File: src/rtl/ram_arbiter.sv
// Round-robin two-port arbiter/sequencer in front of a single-port synchronous-read RAM.
// Define RAM_ARB_PERF_EN to add the saturating conflict_cnt output.
module ram_arbiter #(
   parameter int ADDR_W     = 16,
   parameter int DATA_W     = 32,
   parameter int RAM_RD_LAT = 1
) (
   input  logic              clk,
   input  logic              rst_n,
   input  logic              req0,
   input  logic              we0,
   input  logic [ADDR_W-1:0] addr0,
   input  logic [DATA_W-1:0] wdata0,
   output logic              gnt0,
   output logic              rvalid0,
   output logic [DATA_W-1:0] rdata0,
   input  logic              req1,
   input  logic              we1,
   input  logic [ADDR_W-1:0] addr1,
   input  logic [DATA_W-1:0] wdata1,
   output logic              gnt1,
   output logic              rvalid1,
   output logic [DATA_W-1:0] rdata1,
   output logic [ADDR_W-1:0] ram_addr,
   output logic [DATA_W-1:0] ram_wdata,
   output logic              ram_wen,
   input  logic [DATA_W-1:0] ram_rdata,
   output logic              busy
`ifdef RAM_ARB_PERF_EN
   ,
   output logic [31:0]       conflict_cnt
`endif
);

   localparam int CNT_W = (RAM_RD_LAT > 1) ? $clog2(RAM_RD_LAT) : 1;

   typedef enum logic [1:0] {IDLE, ACCESS, RDWAIT, RESP} state_t;

   state_t            state_q, state_d;
   logic [CNT_W-1:0]  cnt_q, cnt_d;
   logic              last_gnt_q, last_gnt_d;
   logic              port_q, port_d;
   logic [ADDR_W-1:0] ram_addr_q, ram_addr_d;
   logic [DATA_W-1:0] ram_wdata_q, ram_wdata_d;
   logic              ram_wen_q, ram_wen_d;
   logic              gnt0_q, gnt0_d, gnt1_q, gnt1_d;
   logic              rvalid0_q, rvalid0_d, rvalid1_q, rvalid1_d;
   logic [DATA_W-1:0] rdata0_q, rdata0_d, rdata1_q, rdata1_d;
   logic              win;

   always_comb begin
      // On a tie the port that was not served last wins
      win         = (req0 && req1) ? ~last_gnt_q : req1;
      state_d     = state_q;
      cnt_d       = cnt_q;
      last_gnt_d  = last_gnt_q;
      port_d      = port_q;
      ram_addr_d  = ram_addr_q;
      ram_wdata_d = ram_wdata_q;
      ram_wen_d   = 1'b0;
      gnt0_d      = 1'b0;
      gnt1_d      = 1'b0;
      rvalid0_d   = 1'b0;
      rvalid1_d   = 1'b0;
      rdata0_d    = rdata0_q;
      rdata1_d    = rdata1_q;
      case (state_q)
         IDLE: begin
            if (req0 || req1) begin
               ram_addr_d  = win ? addr1  : addr0;
               ram_wdata_d = win ? wdata1 : wdata0;
               ram_wen_d   = win ? we1    : we0;
               gnt0_d      = ~win;
               gnt1_d      = win;
               last_gnt_d  = win;
               port_d      = win;
               state_d     = ACCESS;
            end
         end
         ACCESS: begin
            // ram_wen_q still carries the granted request's direction here
            if (ram_wen_q) begin
               state_d = IDLE;
            end else begin
               cnt_d   = CNT_W'(RAM_RD_LAT - 1);
               state_d = RDWAIT;
            end
         end
         RDWAIT: begin
            if (cnt_q != '0) begin
               cnt_d = cnt_q - CNT_W'(1);
            end else begin
               if (port_q) begin
                  rdata1_d  = ram_rdata;
                  rvalid1_d = 1'b1;
               end else begin
                  rdata0_d  = ram_rdata;
                  rvalid0_d = 1'b1;
               end
               state_d = RESP;
            end
         end
         RESP:    state_d = IDLE;
         default: state_d = IDLE;
      endcase
   end

   always_ff @(posedge clk or negedge rst_n) begin
      if (!rst_n) begin
         state_q     <= IDLE;
         cnt_q       <= '0;
         last_gnt_q  <= 1'b1;
         port_q      <= 1'b0;
         ram_addr_q  <= '0;
         ram_wdata_q <= '0;
         ram_wen_q   <= 1'b0;
         gnt0_q      <= 1'b0;
         gnt1_q      <= 1'b0;
         rvalid0_q   <= 1'b0;
         rvalid1_q   <= 1'b0;
         rdata0_q    <= '0;
         rdata1_q    <= '0;
      end else begin
         state_q     <= state_d;
         cnt_q       <= cnt_d;
         last_gnt_q  <= last_gnt_d;
         port_q      <= port_d;
         ram_addr_q  <= ram_addr_d;
         ram_wdata_q <= ram_wdata_d;
         ram_wen_q   <= ram_wen_d;
         gnt0_q      <= gnt0_d;
         gnt1_q      <= gnt1_d;
         rvalid0_q   <= rvalid0_d;
         rvalid1_q   <= rvalid1_d;
         rdata0_q    <= rdata0_d;
         rdata1_q    <= rdata1_d;
      end
   end

   assign ram_addr  = ram_addr_q;
   assign ram_wdata = ram_wdata_q;
   assign ram_wen   = ram_wen_q;
   assign gnt0      = gnt0_q;
   assign gnt1      = gnt1_q;
   assign rvalid0   = rvalid0_q;
   assign rvalid1   = rvalid1_q;
   assign rdata0    = rdata0_q;
   assign rdata1    = rdata1_q;
   assign busy      = (state_q != IDLE);

`ifdef RAM_ARB_PERF_EN
   logic [31:0] conflict_q, conflict_d;

   always_comb begin
      conflict_d = conflict_q;
      if (state_q == IDLE && req0 && req1 && conflict_q != 32'hFFFF_FFFF) begin
         conflict_d = conflict_q + 32'd1;
      end
   end

   always_ff @(posedge clk or negedge rst_n) begin
      if (!rst_n) begin
         conflict_q <= '0;
      end else begin
         conflict_q <= conflict_d;
      end
   end

   assign conflict_cnt = conflict_q;
`endif

endmodule

File: config.mk
export PLATFORM = sky130hd
export DESIGN_NAME = ram_arbiter
export DESIGN_NICKNAME = d
export VERILOG_FILES = /design/src/rtl/ram_arbiter.sv
export SDC_FILE = /design/constraint.sdc
export NUM_CORES = 1
export LEC_CHECK = 0
export CAP_MARGIN = 20
export CORE_MARGIN = 2
export CORE_UTILIZATION = 30
export DETAILED_ROUTE_END_ITERATION = 10
export GPL_TIMING_DRIVEN = 0
export HOLD_SLACK_MARGIN = 0.08
export PLACE_DENSITY_LB_ADDON = 0.2
export SYNTH_ARGS = -nofsm -noshare
export SYNTH_HDL_FRONTEND = slang
export SYNTH_SLANG_ARGS = --single-unit
File: constraint.sdc
create_clock -name clk -period 4.3 [get_ports clk]
set_input_delay 0.43 -clock clk [delete_from_list [all_inputs] [get_ports clk]]
set_output_delay 0.43 -clock clk [all_outputs]
set_load 0.005 [all_outputs]
Word-level counts from Yosys, hierarchy flattened
Index checks and enable logic that the tools add are counted.
Storage, ports and cells
  bits in registers: 122
  output and inout port bits: 118
  input port bits: 134
  word-level logic and storage cells: 57
Cells by class
  reduce and logical (&&, ||, !) cells: 10
  bitwise gates (word level): 4
  eq/ne operators: 6
  $add $sub $neg: 1
  mux-type cells: 23
Operators by type and width (number)
  32-bit 2-to-1 mux: 1
  1-bit 2-to-1 mux: 16
  16-bit 2-to-1 mux: 1
  2-bit one-hot mux with 4 select lines: 1
  2-bit 2-to-1 mux: 3
  2-bit != test, second input constant: 3
  2-bit AND reduction: 3
  3-bit AND reduction: 2
  2-bit == test, second input constant: 2
  1-bit inverter: 4
  2-bit nonzero test: 2
  2-bit by 1-bit == test with 1-bit output, second input constant: 1
  2-bit logical NOT: 1
  1-bit one-hot mux with 2 select lines: 1
  1-bit logical AND: 1
  1-bit logical OR: 1
  1-bit subtractor, second input constant: 1

Logic depth before layout (Yosys ltp)
Gate-level depths: netlist of the first run.
  depth in word-level cells: 5
  mapped depth: 6
  depth with buffers taken out: 4

Least setup slack after synthesis of the first run
No wires, ideal clock.
  path type: input to register
  start point: input req1
  end point: register ram_addr_q[10], in the netlist ram_addr[10]
  path slack: 2764 ps
  library setup time: 126 ps
  required time: 4174 ps
  arrival: 1410 ps
  path buffers: 3
  cell stages on the path: 6
  cells stage by stage: a21bo_1 > buf_6 > and3_4 > buf_6 > buf_6 > a221o_1
On the way
  word-level cells in the longest chain between the ends: 3
  elaborated cells on any way between the ends: 5
  those cells by class: 2 x mux; 3 x reduce/logical
RTL lines
  start, declared: line 17  | input logic req1,
  1-bit logical AND: line 53  | win = (req0 && req1) ? ~last_gnt_q : req1;
  1-bit 2-to-1 mux: line 53
  16-bit 2-to-1 mux: line 70  | ram_addr_d = win ? addr1 : addr0;
  end signal, assigned: line 128  | ram_addr_q <= ram_addr_d;
  end, declared: line 43  | logic [ADDR_W-1:0] ram_addr_q, ram_addr_d;
Several ways; a longest one is shown, not always the timed one.
A chain may end at the register's enable or synchronous reset.

==> results of run 1 <==
[where the power goes]
group	switching (mW)	internal (mW)
Clock	0.502	0.884
Sequential	0.311	1.72
Combinational	0.922	1.54
[Yosys cell counts]
library cell / count
a21boi_1: 1
or2_1: 1
nand2_1: 73
and2_1: 1
buf_2: 19
a21bo_1: 1
clkbuf_1: 7
nor2_1: 4
dfrtp_1: 120
nand2b_1: 1
a21oi_1: 35
and3_4: 1
and3_1: 13
inv_1: 2
a21o_1: 2
a221o_1: 13
buf_6: 3
mux2_1: 64
nor2_2: 2
a31oi_1: 35
dfstp_2: 1
a22o_1: 1
buf_1: 2
nand3b_1: 1
[critical path: cells and delay by family, from the launching register on]
kind                   cells  cell delay [ns]
and+or+nand+nor            1             0.24
buffers and inverters      2             0.57
DFF                        1             0.43
[flip-flops by register name, indices dropped and copies added (netlist names), named ones only]
signal      cells
state_q         1
rvalid0         1
gnt0            1
ram_wdata      32
ram_wen         1
rdata1         32
ram_addr       16
rvalid1         1
gnt1            1
rdata0         32
port_q          1
last_gnt_q      1
[timing repair]
| item | 4_1_cts | 5_1_grt |
|---|---|---|
| gates resized for setup | 0 | 0 |
| endpoints found under the hold margin | 57 | 0 |
| hold buffers | 1 | 0 |
[cell type report]
cell class | instances | area [um^2]
sequential | 121 | 3030
tap | 216 | 270
clock inverter | 10 | 119
multi-input combinational | 249 | 1710
buffer | 31 | 163
timing repair buffer | 253 | 2550
inverter | 2 | 7.51
fill | 1404 | 7630
clock buffer | 22 | 464
[metal layers]
layer	vias to the layer above	share of wire, %	global-route usage [%]	wire length [um]
met5	-	0	0	0
met4	0	1.9	6.28	267
li1	1983	-	-	-
met1	2039	41	19.3	5810
met2	209	48	27.8	6870
met3	21	9.6	7.15	1370
[through the flow]
stage               cell area (um^2)  utilization (%)  TNS (ns)  std cells  hold WS, ns
global route                    8310             52.1         0        904        0.494
global placement                7690             48.2   -219.54        870        0.468
CTS                             8310             52.1         0        904        0.488
finish                          8310             52.1         0        904        0.482
detailed placement              7720             48.4         0        871        0.437
floorplan                       4910                -         0        403        0.134
[logic make-up (layout without fill, tap and decap cells)]
| group | Yosys count | count (layout) | synth area share [%] |
|---|---|---|---|
| mux | 64 | 64 | 14.7 |
| simple gates | 97 | 97 | 8.57 |
| compound gates | 88 | 88 | 11.5 |
| flops | 121 | 121 | 61.7 |
| buf+inv | 33 | 318 | 3.47 |
[worst paths after layout]
check	to	slack (ns)	from	cells past startpoint
hold reg to reg	rdata0[2]	0.48	rdata0[2]	1
setup reg to reg	ram_wdata[29]	2.59	flip-flop	5
min in group asynchronous	rdata0[16]	0.55	rst_n	2
hold / removal	rdata0[2]	0.48	rdata0[2]	1
max in group asynchronous	ram_wdata[10]	3.05	rst_n	3
setup / recovery	busy	2.23	flip-flop	3
==> impl_metrics.ini, run 1 <==
[worst_setup_path]
critPathRequiredTime_ns = 3.87
critPathMaxStageDelay_ns = 0.47
path_class = flip-flop to primary output
cp-end-kind = primary output
critPathMaxFanout = 7
worstPathArrival_ns = 1.64
startpoint_type = flip-flop
cpMaxStageDelayCell = clkdlybuf4s50_1
worstPathCellList = nor2_2 > inv_1 > clkdlybuf4s50_1

[sta]
maxSlewHeadroom_pct = 62.6
rsz0062_at_grt = no
skew_ns = 0.00791
hold_viol_final = 0
period_share_pct = 48.2
setup_ws_ns = 2.23
setup_viol = 0
max_clock_freq_ghz = 0.482
fin_crit_ns = 2.07
worstMarginPinSlew_ns = 0.562
slew_violations = 0

[global_routing]
grt_pass1_vias = 4419
grt_start_max_net_pins = 64
overflow = 0
antenna_found_initial = 0
grt_pass1_wl_um = 23200
grt_use_total_pct = 16.8

[clocking]
clkTransAtPathRegs_ns = 0.05
postCtsSetupBuffers = 0
htreeDepth = 4
cts_sinks = 121
root_buffer = clkbuf_16
numCtsBuffers = 17
cts_tree = done
worstSkewPairLatency_ns = 0.41
clk_path_buf_depth = 2

[synth]
yosysTopAreaCell = dfrtp_1
avgSynthCellArea_um2 = 12.2
ys_ff_latch = 121
synthDistinctLibCells = 24
synth_warnings = 0
syn_nets = 537
syn_area_um2 = 4910
synth.area.top_cells = dfrtp_1, mux2_1, nand2_1
yosysTopAreaCellShare_pct = 61.2
ys_seq_area_share_pct = 61.7
syn_inst = 403

[power_and_ir_drop]
worst_ir_drop_vdd_mv = 0.265
p_leak_nw = 3.51
total_power_mw = 5.89
pwr_density_cell_nw_per_um2 = 708

[floorplanning]
dieArea_um2 = 17400
start_util_pct = 30.8
core-area_um2 = 15900
die_x_um = 132
fp-row-count = 46
ios = 252
die_h_um = 132

[place]
dp.final_hpwl_um = 10800
port_buffers = 251
post-place-ws_ns = 2.03
gp_congestion = 0.809

[layout]
final_cell_mix = clkdlybuf4s50_1, dfrtp_1, nand2_1, mux2_1
drive_gt1_share_pct = 8.28
area_growth_pct = 69.4
fin_nets = 809
layout_commonest_cell = clkdlybuf4s50_1
antenna_cells = 0

[detailed_routing]
wire_per_inst_um = 15.8
drc = 0
drtIter0Drc = 139
ant_nets = 0
vias_per_cell = 4.70
vias = 4252
drt_wl_total_um = 14300
firstDrtPassIters = 4

[worst_hold_path]
holdCritPathClass = flip-flop to flip-flop

[flow_run]
cap_violations = 0

[run_status]
status = complete, no violations
Power figures use the tool's default switching activity.
==> inputs of run 2 (changes only) <==
Clock period 4.3 ns to 1.7 ns, I/O delays scaled along.
==> run 2 against run 1 <==
- wire length down 0.12%
- count of clock-buffer cells in the layout is the same
- combinational power rose to 2.5 times the previous value
- critical path type is now flip-flop to flip-flop
- critical endpoint is now rdata0[5]
==> impl_metrics.ini, run 2 (synthesized netlist as in run 1, its figures left out) <==
[detailed_routing]
vias = 4255
ant_nets = 0
wire_per_inst_um = 15.8
vias_per_cell = 4.71
firstDrtPassIters = 5
drt_wl_total_um = 14300
drtIter0Drc = 147
drc = 0

[worst_setup_path]
critPathMaxFanout = 10
worstPathCellList = nand2b_1 > nor2_4 > clkbuf_4 > mux2_1
path_delay_family = flip-flops
critPathRequiredTime_ns = 1.99
path_class = flip-flop to flip-flop
worstPathArrival_ns = 1.86
critPathMaxStageDelay_ns = 0.43
cpMaxStageDelayCell = dfrtp_1
crit_buf_inv = 1
startpoint_type = flip-flop
reg2reg_slack_ns = 0.13
ff2ff_path_depth = 4
cp-end-kind = flip-flop
r2r-end = rdata0[5]
r2r_start = state_q[0]

[layout]
multi_input_area_um2 = 1720
fill_cells = 1407
antenna_cells = 0
final_util_pct = 52.3
regArea_um2 = 3030
layout_commonest_cell = clkdlybuf4s50_1
final_cell_mix = clkdlybuf4s50_1, dfrtp_1, nand2_1, mux2_1
area_growth_pct = 69.9
fin_nets = 809
drive_gt1_share_pct = 8.87

[global_routing]
overflow = 0
grt_pass1_vias = 4420
grt_pass1_wl_um = 23200
grt_use_total_pct = 16.8
grt_start_max_net_pins = 64
antenna_found_initial = 0

[place]
gp_congestion = 0.809
dp.final_hpwl_um = 10800
port_buffers = 251

[power_and_ir_drop]
p_leak_nw = 3.52
worst_ir_drop_vdd_mv = 0.674
pwr_density_cell_nw_per_um2 = 1790

[clocking]
htreeDepth = 4
root_buffer = clkbuf_16
clkTransAtPathRegs_ns = 0.06
cts_sinks = 121
clk_path_buf_depth = 2
numCtsBuffers = 17
worstSkewPairLatency_ns = 0.41
cts_tree = done

[floorplanning]
fp-row-count = 46
ios = 252
die_h_um = 132
die_x_um = 132
start_util_pct = 30.8
core-area_um2 = 15900
dieArea_um2 = 17400

[sta]
rsz0062_at_grt = no
skew_ns = 0.00765
period_share_pct = 92.5
maxSlewHeadroom_pct = 62.9
hold_viol_final = 0
slew_violations = 0
max_clock_freq_ghz = 0.636
whs_ns = 0.292
fin_crit_ns = 1.57
worstMarginPinSlew_ns = 0.556
setup_viol = 0

[flow_run]
cap_violations = 0

[worst_hold_path]
holdCritPathClass = primary input to asynchronous set/reset pin

[run_status]
status = complete, no violations
[run 2: worst max path at each step]
stage	startpoint	end	slack, ns	depth (start not counted)
6_report	state_q[0]	rdata0[5]	0.13	4
5_1_grt	req0	ram_addr[14]	0.02	6
4_1_cts	state_q[0]	rdata0[1]	-0.04	4
3_5_place_dp	req0	ram_addr[11]	-0.31	6
3_3_place_gp	rst_n	ram_wdata[11]	-4.17	1
2_1_floorplan	state_q[0]	rdata0[10]	0.26	4
[run 2: where the power goes]
| group | internal (mW) | switching [mW] | leakage (nW) | total (mW) |
|---|---|---|---|---|
| registers | 4.36 | 0.800 | 1.41 | 5.16 |
| logic | 3.93 | 2.34 | 1.83 | 6.27 |
| clock network | 2.24 | 1.27 | 0.277 | 3.51 |
| total | 10.5 | 4.41 | 3.52 | 14.9 |
[run 2: timing repair]
item / CTS / global route
setup buffers: 1 / 0
endpoints found under the hold margin: 57 / 0
hold buffers: 1 / 0
gates resized for setup: 3 / 7
pin swaps: 1 / 0
endpoints found under the setup margin: 36 / 59
[run 2: final cells by class]
| cell class | instances | share of cell area (%) |
|---|---|---|
| buffer | 30 | 2.03 |
| clock buffer | 22 | 5.57 |
| clock inverter | 10 | 1.43 |
| inverter | 2 | 0.0901 |
| multi-input combinational | 249 | 20.6 |
| sequential | 121 | 36.4 |
| tap | 216 | 3.24 |
| timing repair buffer | 254 | 30.7 |
[run 2: through the flow]
step | std cells | setup TNS [ns] | total power [mW] | area, um^2 | setup slack, ns
floorplan | 403 | 0 | 7.50 | 4910 | 0.262
global placement | 870 | -508.32 | 11.4 | 7690 | -4.17
detailed placement | 871 | -7.79 | 11.5 | 7720 | -0.311
CTS | 905 | -0.809 | 15.1 | 8320 | -0.0416
global route | 904 | 0 | 15.9 | 8330 | 0.0206
finish | 904 | 0 | 14.9 | 8330 | 0.128
[run 2: worst register-to-register path, stage by stage (launching register included)]
cell and delay (ns):
dfrtp_1 0.43, nand2b_1 0.21, nor2_4 0.19, clkbuf_4 0.28, mux2_1 0.34
[run 2: layer usage]
metal  up-vias  routed length [um]  track usage, %
met2       214                6820            27.8
met3        21                1410            7.15
met1      2033                5800            19.3
met4         0                 267            6.28
met5         -                   0               0
li1       1987                   -               -
==> inputs of run 3 (changes only) <==
Settings changed: TNS_END_PERCENT set to 100.
==> results of run 3 <==
The final DEF is identical to that of run 2; final timing and power are the same.
